### config.mk
export PLATFORM = sky130hd
export DESIGN_NAME = nor_logic_unit
export DESIGN_NICKNAME = d
export VERILOG_FILES = /design/src/rtl/nor_lab_pkg.sv /design/src/rtl/nor_cell.sv /design/src/rtl/nor_logic_unit.sv
export SDC_FILE = /design/constraint.sdc
export NUM_CORES = 1
export LEC_CHECK = 0
export BUFFER_PORTS_ARGS = -buffer_cell sky130_fd_sc_hd__clkbuf_2
export CORE_MARGIN = 2
export CORE_UTILIZATION = 52
export CTS_CLUSTER_SIZE = 40
export DETAILED_ROUTE_END_ITERATION = 6
export PLACE_DENSITY_LB_ADDON = 0.15
export RECOVER_POWER = 25
export SLEW_MARGIN = 20
export SYNTH_ARGS = -nofsm -noshare
export SYNTH_HDL_FRONTEND = slang
export SYNTH_SLANG_ARGS = --single-unit
### constraint.sdc
create_clock -name clk -period 3.3 [get_ports clk]
set_clock_uncertainty 0.2 [all_clocks]
set_input_delay 0.495 -clock clk [delete_from_list [all_inputs] [get_ports clk]]
set_output_delay 0.495 -clock clk [all_outputs]
set_load 0.05 [all_outputs]
### src/rtl/nor_lab_pkg.sv
// Shared types and the behavioural reference for the NOR-structure logic unit.
package nor_lab_pkg;

    localparam int MAX_WIDTH = 8;

    typedef enum logic [2:0] {
        OP_NOT_A = 3'd0,
        OP_NOT_B = 3'd1,
        OP_AND   = 3'd2,
        OP_OR    = 3'd3,
        OP_NAND  = 3'd4,
        OP_NOR   = 3'd5,
        OP_XOR   = 3'd6,
        OP_XNOR  = 3'd7
    } op_e;

    typedef enum logic [1:0] {
        ST_IDLE  = 2'd0,
        ST_SWEEP = 2'd1,
        ST_DONE  = 2'd2
    } state_e;

    // Operands arrive zero-extended to MAX_WIDTH; callers keep only their low WIDTH bits.
    function automatic logic [MAX_WIDTH-1:0] ref_result(input op_e op,
                                                        input logic [MAX_WIDTH-1:0] a,
                                                        input logic [MAX_WIDTH-1:0] b);
        logic [MAX_WIDTH-1:0] r;
        r = '0;
        unique case (op)
            OP_NOT_A: r = ~a;
            OP_NOT_B: r = ~b;
            OP_AND:   r = a & b;
            OP_OR:    r = a | b;
            OP_NAND:  r = ~(a & b);
            OP_NOR:   r = ~(a | b);
            OP_XOR:   r = a ^ b;
            OP_XNOR:  r = ~(a ^ b);
            default:  r = '0;
        endcase
        return r;
    endfunction

endpackage

### src/rtl/nor_cell.sv
// WIDTH-bit gate network built only from 2-input NOR; all eight op results in parallel.
module nor_cell #(
    parameter int WIDTH = 4
) (
    input  logic [WIDTH-1:0]      a,
    input  logic [WIDTH-1:0]      b,
    output logic [7:0][WIDTH-1:0] res
);

    logic [WIDTH-1:0] not_a, not_b, nor_ab, and_ab, or_ab, nand_ab;
    logic [WIDTH-1:0] a_only, b_only, xnor_ab, xor_ab;

    assign not_a   = ~(a | a);
    assign not_b   = ~(b | b);
    assign nor_ab  = ~(a | b);
    assign and_ab  = ~(not_a | not_b);
    assign or_ab   = ~(nor_ab | nor_ab);
    assign nand_ab = ~(and_ab | and_ab);

    // a_only = ~a & b and b_only = a & ~b; their NOR is XNOR.
    assign a_only  = ~(a | nor_ab);
    assign b_only  = ~(b | nor_ab);
    assign xnor_ab = ~(a_only | b_only);
    assign xor_ab  = ~(xnor_ab | xnor_ab);

    assign res = {xnor_ab, xor_ab, nor_ab, nand_ab, or_ab, and_ab, not_b, not_a};

endmodule

### src/rtl/nor_logic_unit.sv
// Handshaked NOR-structure logic unit with in-line reference check and an
// exhaustive self-sweep mode that counts structure/reference mismatches.
module nor_logic_unit
    import nor_lab_pkg::*;
#(
    parameter int WIDTH = 4,
    parameter int CNT_W = 8
) (
    input  logic             clk,
    input  logic             rst_n,
    input  logic             in_valid,
    output logic             in_ready,
    input  logic [2:0]       op,
    input  logic [WIDTH-1:0] a,
    input  logic [WIDTH-1:0] b,
    input  logic             sweep_start,
    output logic             out_valid,
    input  logic             out_ready,
    output logic [WIDTH-1:0] y,
    output logic [2:0]       out_op,
    output logic             out_sweep,
    output logic             busy,
    output logic             sweep_done,
    output logic [CNT_W-1:0] mismatch_cnt
);

    localparam int VEC_W = 2 * WIDTH;

    state_e                   state;
    op_e                      sweep_op;
    logic [VEC_W-1:0]         vec;

    logic                     slot_free, accept, sweep_load, load, sweep_go, mismatch;
    op_e                      cur_op;
    logic [WIDTH-1:0]         cur_a, cur_b, struct_y, ref_y;
    logic [7:0][WIDTH-1:0]    cell_res;
    logic [MAX_WIDTH-1:0]     ref_full;

    assign slot_free  = !out_valid || out_ready;
    assign in_ready   = (state == ST_IDLE) && !sweep_start && slot_free;
    assign accept     = in_valid && in_ready;
    assign sweep_go   = (state == ST_IDLE) && sweep_start;
    assign sweep_load = (state == ST_SWEEP) && slot_free;
    assign load       = accept || sweep_load;

    always_comb begin
        // NOTE: every always_comb output gets a default first so no path can infer a latch.
        cur_op = op_e'(op);
        cur_a  = a;
        cur_b  = b;
        if (state == ST_SWEEP) begin
            cur_op = sweep_op;
            cur_a  = vec[VEC_W-1:WIDTH];
            cur_b  = vec[WIDTH-1:0];
        end
    end

    nor_cell #(.WIDTH(WIDTH)) u_cell (
        .a   (cur_a),
        .b   (cur_b),
        .res (cell_res)
    );

    assign struct_y = cell_res[cur_op];
    assign ref_full = ref_result(cur_op, MAX_WIDTH'(cur_a), MAX_WIDTH'(cur_b));
    assign ref_y    = ref_full[WIDTH-1:0];
    assign mismatch = (struct_y != ref_y);

    always_ff @(posedge clk or negedge rst_n) begin
        // NOTE: registers use non-blocking assignments so every update sees pre-edge values.
        if (!rst_n) begin
            state      <= ST_IDLE;
            sweep_op   <= OP_NOT_A;
            vec        <= '0;
            busy       <= 1'b0;
            sweep_done <= 1'b0;
        end else begin
            sweep_done <= 1'b0;
            unique case (state)
                ST_IDLE: begin
                    if (sweep_start) begin
                        state    <= ST_SWEEP;
                        sweep_op <= op_e'(op);
                        vec      <= '0;
                        busy     <= 1'b1;
                    end
                end
                ST_SWEEP: begin
                    if (sweep_load) begin
                        vec <= vec + VEC_W'(1);
                        if (vec == '1) begin
                            state      <= ST_DONE;
                            busy       <= 1'b0;
                            sweep_done <= 1'b1;
                        end
                    end
                end
                ST_DONE: state <= ST_IDLE;
                default: state <= ST_IDLE;
            endcase
        end
    end

    always_ff @(posedge clk or negedge rst_n) begin
        if (!rst_n) begin
            out_valid    <= 1'b0;
            y            <= '0;
            out_op       <= '0;
            out_sweep    <= 1'b0;
            mismatch_cnt <= '0;
        end else begin
            if (load) begin
                out_valid <= 1'b1;
                y         <= struct_y;
                out_op    <= cur_op;
                out_sweep <= sweep_load;
            end else if (out_ready) begin
                out_valid <= 1'b0;
            end

            // A sweep start blocks request accepts, so clear and count never coincide.
            if (sweep_go) begin
                mismatch_cnt <= '0;
            end else if (load && mismatch && (mismatch_cnt != '1)) begin
                mismatch_cnt <= mismatch_cnt + CNT_W'(1);
            end
        end
    end

endmodule

[Word level (Yosys, flattened, before mapping)]
Index checks and enable logic that the tools add are counted.
Word-level totals
  register bits after elaboration: 32
  input port bits: 16
  output and inout port bits: 20
  word-level logic and storage cells: 99
Operators by class
  add/subtract/negate cells: 2
  order comparisons: 1
  equality and inequality tests: 14
  muxes and demuxes: 24
  bitwise logic cells: 28
  reduce and logical (&&, ||, !) cells: 20
Operators with widths (number)
  4-bit NOT: 15
  4-bit OR: 11
  8-bit 2-to-1 mux: 4
  4-bit case mux with 8 select lines: 1
  8-bit by 1-bit adder with 8-bit output, second input constant: 2
  8-bit case mux with 2 select lines: 1
  4-bit binary-select mux with 3-bit select: 1
  3-bit == test, second input constant: 4
  4-bit 2-to-1 mux: 3
  8-bit == test, second input constant: 1
  1-bit 2-to-1 mux: 8
  8-bit inequality test, second input constant: 1
  1-bit logical AND: 7
  3-bit by 2-bit == test with 1-bit output, second input constant: 2
  2-bit 2-to-1 mux: 3
  3-bit AND reduction: 2
  2-bit nonzero test: 3
  4-bit bitwise AND: 1
  3-bit by 4-bit < comparator with 1-bit output, second input constant: 1
  2-bit inequality test, second input constant: 2
  4-bit inequality test: 1
  2-bit case mux with 2 select lines: 1
  4-bit AND reduction: 1
  4-bit XOR: 1
  10 further kinds: 12

[Longest topological paths before layout]
  depth in word-level cells: 17
  depth in mapped cells: 14
  gate-level depth less buffers: 11

[Cells and area by module]
From an unflattened synthesis, not the netlist that was laid out.
Second synthesis, totals
  cells, all modules: 307
  area, all modules: 2798.9 sq um
By module, submodules not included
  nor_logic_unit: instances 1, cells each 271, area each 2523.7 sq um, sequential area each 800.8 sq um
  nor_cell: instances 1, cells each 36, area each 275.3 sq um, sequential area each 0.0 sq um

[Worst setup path after synthesis]
Ideal clock, no wire load.
  kind: reg-to-reg
  from: register state[0]
  to: register mismatch_cnt[2]
  library setup time: 0.083 ns
  arrival: 2.873 ns
  data required time: 3.017 ns
  path slack: 0.144 ns
  cell stages (with the launch flop): 14
  path buffers: 2
  period minus slack after synthesis: 3.156 ns
  cell sequence: dfrtp_1 -> nand2b_4 -> buf_6 -> buf_8 -> mux2i_1 -> inv_1 -> ha_1 -> a221o_1 -> a221oi_1 -> a211oi_1 -> a31o_1 -> o31ai_4 -> mux2_2 -> o22ai_1
On the way
  longest elaborated chain between the ends: 16
  elaborated cells on any way between the ends: 55
  those cells by class: eq/ne (9); mux (7); bitwise (28); reduce/logical (11)
Ends and longest elaborated chain
  start, declared: RTL line nor_logic_unit.sv:29  | state_e state;
  start signal, assigned: RTL line nor_logic_unit.sv:72  | state <= ST_IDLE;
  start signal, assigned: RTL line nor_logic_unit.sv:82  | state <= ST_SWEEP;
  start signal, assigned: RTL line nor_logic_unit.sv:92  | state <= ST_DONE;
  2-bit by 1-bit == test with 1-bit output: RTL line nor_logic_unit.sv:43, nor_logic_unit.sv:51
  4-bit 2-to-1 mux: RTL line nor_logic_unit.sv:51  | if (state == ST_SWEEP) begin
  4-bit OR: RTL line nor_lab_pkg.sv:33, nor_lab_pkg.sv:35, nor_cell.sv:15
  4-bit NOT: RTL line nor_lab_pkg.sv:35, nor_cell.sv:15
  4-bit OR (on tied branches): RTL line nor_cell.sv:21, nor_cell.sv:22
  4-bit NOT (on tied branches): RTL line nor_cell.sv:21, nor_cell.sv:22
  4-bit OR: RTL line nor_cell.sv:23  | assign xnor_ab = ~(a_only | b_only);
  4-bit NOT: RTL line nor_cell.sv:23
  4-bit OR: RTL line nor_cell.sv:24  | assign xor_ab = ~(xnor_ab | xnor_ab);
  4-bit NOT: RTL line nor_cell.sv:24
  4-bit binary-select mux with 3-bit select: RTL line nor_logic_unit.sv:64  | assign struct_y = cell_res[cur_op];
  4-bit 2-to-1 mux (implied by the code): RTL line nor_logic_unit.sv:64
  4-bit inequality test: RTL line nor_logic_unit.sv:67  | assign mismatch = (struct_y != ref_y);
  1-bit logical AND (2 in a row): RTL line nor_logic_unit.sv:124  | end else if (load && mismatch && (mismatch_cnt != '1)) begin
  2-bit nonzero test (no line)
  end signal, assigned: RTL line nor_logic_unit.sv:125  | mismatch_cnt <= mismatch_cnt + CNT_W'(1);
  end, declared: RTL line nor_logic_unit.sv:24  | output logic [CNT_W-1:0] mismatch_cnt
Parallel ways exist; a longest one is shown, timed or not. The select of a mux whose other input is x is not followed.
A chain may end at the register's enable or synchronous reset.

[Worst setup path after layout]
  from: register state[0]
  to: register mismatch_cnt[5]
Same word-level chain as after synthesis.

==> summary.txt <==
Route
  – Average wire per standard cell: 16.6 microns
  – DRT antenna net count: 0
  – Drt first-iter violations: 307
  – Drt total wl: about 7.3 mm
  – Drt drc: 0
  – Via/cell ratio: 6.03
  – First-pass detailed-route iteration total: 5
  – Total number of vias: 2642

Worst setup path
  – Reg2reg end: mismatch_cnt[5]
  – Reg2reg start: state[0]
  – WP data arrival: 3.32 ns
  – Worst path required time: 3.32 ns
  – Critical Path Fanout Max: 6
  – Worst R2R Path Depth: 14
  – CP startpoint kind: flop
  – CP Capture Type: flop
  – WS Path Type: reg2reg
  – R2R Setup Slk: -0.006 ns

Cells and area
  – Fin util: 70.9%
  – Nets@finish: 392
  – Most frequent cells in the layout: buf_4 (49), nand2_1 (38), clkbuf_2 (34)
  – Commonest non-fill, non-tap cell in the layout: buf_4
  – Share of layout cells above drive strength 1: 36.7%
  – # diodes: 0
  – Final Cell Area: 3350 sq um
  – Area growth syn-to-layout: 31.3%

Status
  – Status: finished, violations left
  – Failing checks: max-capacitance violations, max-slew violations, negative setup slack

Clocking
  – Clk root buf: clkbuf_8
  – Worst skew pair latency: 0.29 ns
  – Cts hold-fix bufs: 0
  – Clk buf depth: 2
  – TritonCTS Buffers: 5
  – Clock sinks: 32
  – CTS tree: yes
  – Clock transition at the registers of the reported paths: 0.07 ns
  – CTS HTree Levels: 2

Yosys
  – FF+latch count, synth: 32
  – Syn_nets: approximately 320
  – Mapped Area: 2550 sq um
  – Synth top area cells: dfrtp_1 (31%), nand2_1 (5.6%), mux2i_1 (5.5%), o21ai_0 (4.5%), mux2_2 (3.1%)
  – Sequential area share after synthesis: 31.4%
  – Average cell area after synthesis: about 8.6 sq um
  – Syn. warnings: 0
  – Primary FF master, synth: dfrtp_1
  – Cell variety after synth: 61
  – Top-area cell type share of the netlist area: about a third
  – Post-Syn Instances: 296
  – Yosys top cell by area: dfrtp_1
  – Ys async rst share: 100%
  – Post-synth EDFFs: 0

Timing
  – Crit share post-route: 100%
  – Measured slew at the worst slew-check pin: 1.72 ns
  – Setup ws final: -0.00565 ns
  – Setup violators final: 1
  – Final Max Tran Viols: 33
  – Slew headroom: -14.6%
  – RSZ-0062 raised after global routing: true
  – Hold_ws: between 0.2 and 0.3 ns
  – Final Hold Viols: 0
  – F_max: 303 MHz
  – Tmin final: 3.31 ns

GRT
  – Largest net degree at the start of global routing: 33
  – Vias in the first global route: 2238
  – GRT Resource Usage Total: 26.3%
  – Total congestion overflow: 0
  – Initial antenna violation count: 0
  – First-pass GRT wire length: 11.0 mm

Power
  – LEAKAGE: 1.52 nW
  – Net Sw Power: 1.23 mW
  – Internal Power: 1.45 mW
  – Combinational share of power: about three fifths
  – Flop pwr share: approximately 23%
  – Clk pwr share: about 16%
  – Sw frac: 45.9%
  – Worst vdd ir: roughly 0.53 mV
  – Pwr dens: between 800 and 900 nW/um^2
  – Power after layout: 2.69 mW

Floorplan
  – Horiz. Die Dim: 74.0 microns
  – Core area: 4720 sq um
  – Boundary pin count: 36
  – Placement Rows: 25
  – Die H: 74.0 microns
  – Full die area: around 5500 sq um
  – Initial Util: between 50% and 60%

Min path
  – Hold Path Origin: y[1]
  – Hold endpoint: y[1]
  – Hold crit path type: reg2reg
  – Worst hold path depth: 2

Job
  – Max-cap violations: 1

Placed design
  – Cell Area, Placed: 2980 sq um
  – Post-detail-place hpwl: 5.10 mm
  – IO Port Bufs: 35
  – Routability cong.: 0.955
-- power by group through the flow --
| stage | clock [mW] | sequential, mW | combinational [mW] |
|---|---|---|---|
| 2_1_floorplan | 0 | 0.821 | 0.838 |
| 3_3_place_gp | 0 | 0.617 | 1.43 |
| 3_5_place_dp | 0 | 0.622 | 1.44 |
| 4_1_cts | 0.420 | 0.615 | 1.47 |
| 5_1_grt | 0.436 | 0.635 | 1.77 |
| 6_report | 0.418 | 0.623 | 1.65 |
-- through the flow --
| step | std cells | TNS, ns | worst slack, ns |
|---|---|---|---|
| 6_report | 438 | -0.00565 | -0.00565 |
| 4_1_cts | 427 | 0 | 0.00579 |
| 2_1_floorplan | 296 | 0 | 0.144 |
| 3_3_place_gp | 416 | -0.130 | -0.0663 |
| 5_1_grt | 438 | -0.755 | -0.148 |
| 3_5_place_dp | 416 | -0.143 | -0.0789 |
-- metal layers --
metal  track usage (%)  wire length [microns]
met1              37.4                   3200
met2              41.2                   3390
met3              4.20                    468
met4              8.48                    221
met5                 0                      0
-- registers in the layout, indices dropped and copies added (netlist names) --
name,flops
vec,8
sweep_op,3
y,4
out_op,3
mismatch_cnt,8
busy,1
sweep_done,1
state,2
out_sweep,1
out_valid,1
-- Yosys cell counts, types with 5 or more instances --
cell,instances
a21oi_1,8
nor2_1,16
mux2_2,7
dfrtp_1,32
o21ai_0,23
clkbuf_1,11
inv_1,11
o31ai_1,6
nand3_1,9
nand2_1,38
and3_1,6
a31oi_1,5
nor3_1,8
mux2i_1,14
xor2_1,7
ha_1,6
buf_2,5
or3_1,7
o211ai_1,5
-- worst max path at each step --
stage                        start         endpoint  slack (ns)  depth (start not counted)
final                     state[0]  mismatch_cnt[5]      -0.006                         14
after global routing      state[0]  mismatch_cnt[5]       -0.15                         14
after CTS                 state[0]  mismatch_cnt[7]       0.006                         13
after detailed placement  state[1]  mismatch_cnt[7]       -0.08                         11
after global placement    state[1]  mismatch_cnt[7]       -0.07                         11
after floorplan           state[0]  mismatch_cnt[2]        0.14                         13
-- worst max-delay path: stages (launching register included) --
cell and delay [ns]:
dfrtp_1 0.42, buf_6 0.15, nand2b_4 0.11, buf_6 0.11, mux2i_1 0.22, inv_1 0.08, ha_2 0.18, a221o_1 0.36
a221oi_2 0.29, nand3_1 0.13, o21ai_2 0.10, o31ai_4 0.12, buf_6 0.16, or4_4 0.48, a21oi_2 0.13
-- timing repair --
action	CTS	global route
endpoints found under the hold margin	0	0
buffers inserted	3	10
endpoints found under the setup margin	3	8
pin swaps	1	18
cloned	0	1
gates resized for setup	5	26
-- area by class of cell --
| cell class | instances | area [sq um] |
|---|---|---|
| Tap cell | 67 | 83.8 |
| Fill cell | 360 | 1370 |
| Clock inverter | 1 | 30.0 |
| Sequential cell | 32 | 802 |
| Timing Repair Buffer | 89 | 598 |
| Clock buffer | 7 | 96.3 |
| Multi-Input combinational cell | 231 | 1700 |
| Inverter | 11 | 41.3 |
-- logic make-up after synthesis --
group | Yosys count | share of synthesized area [%]
compound gates | 83 | 22.8
xor+xnor | 11 | 4.07
fa+ha+maj | 7 | 3.33
buf+inv | 34 | 7.06
flops | 32 | 31.4
mux | 23 | 10.0
simple gates | 106 | 21.4
(Power assumes the default switching activity.)
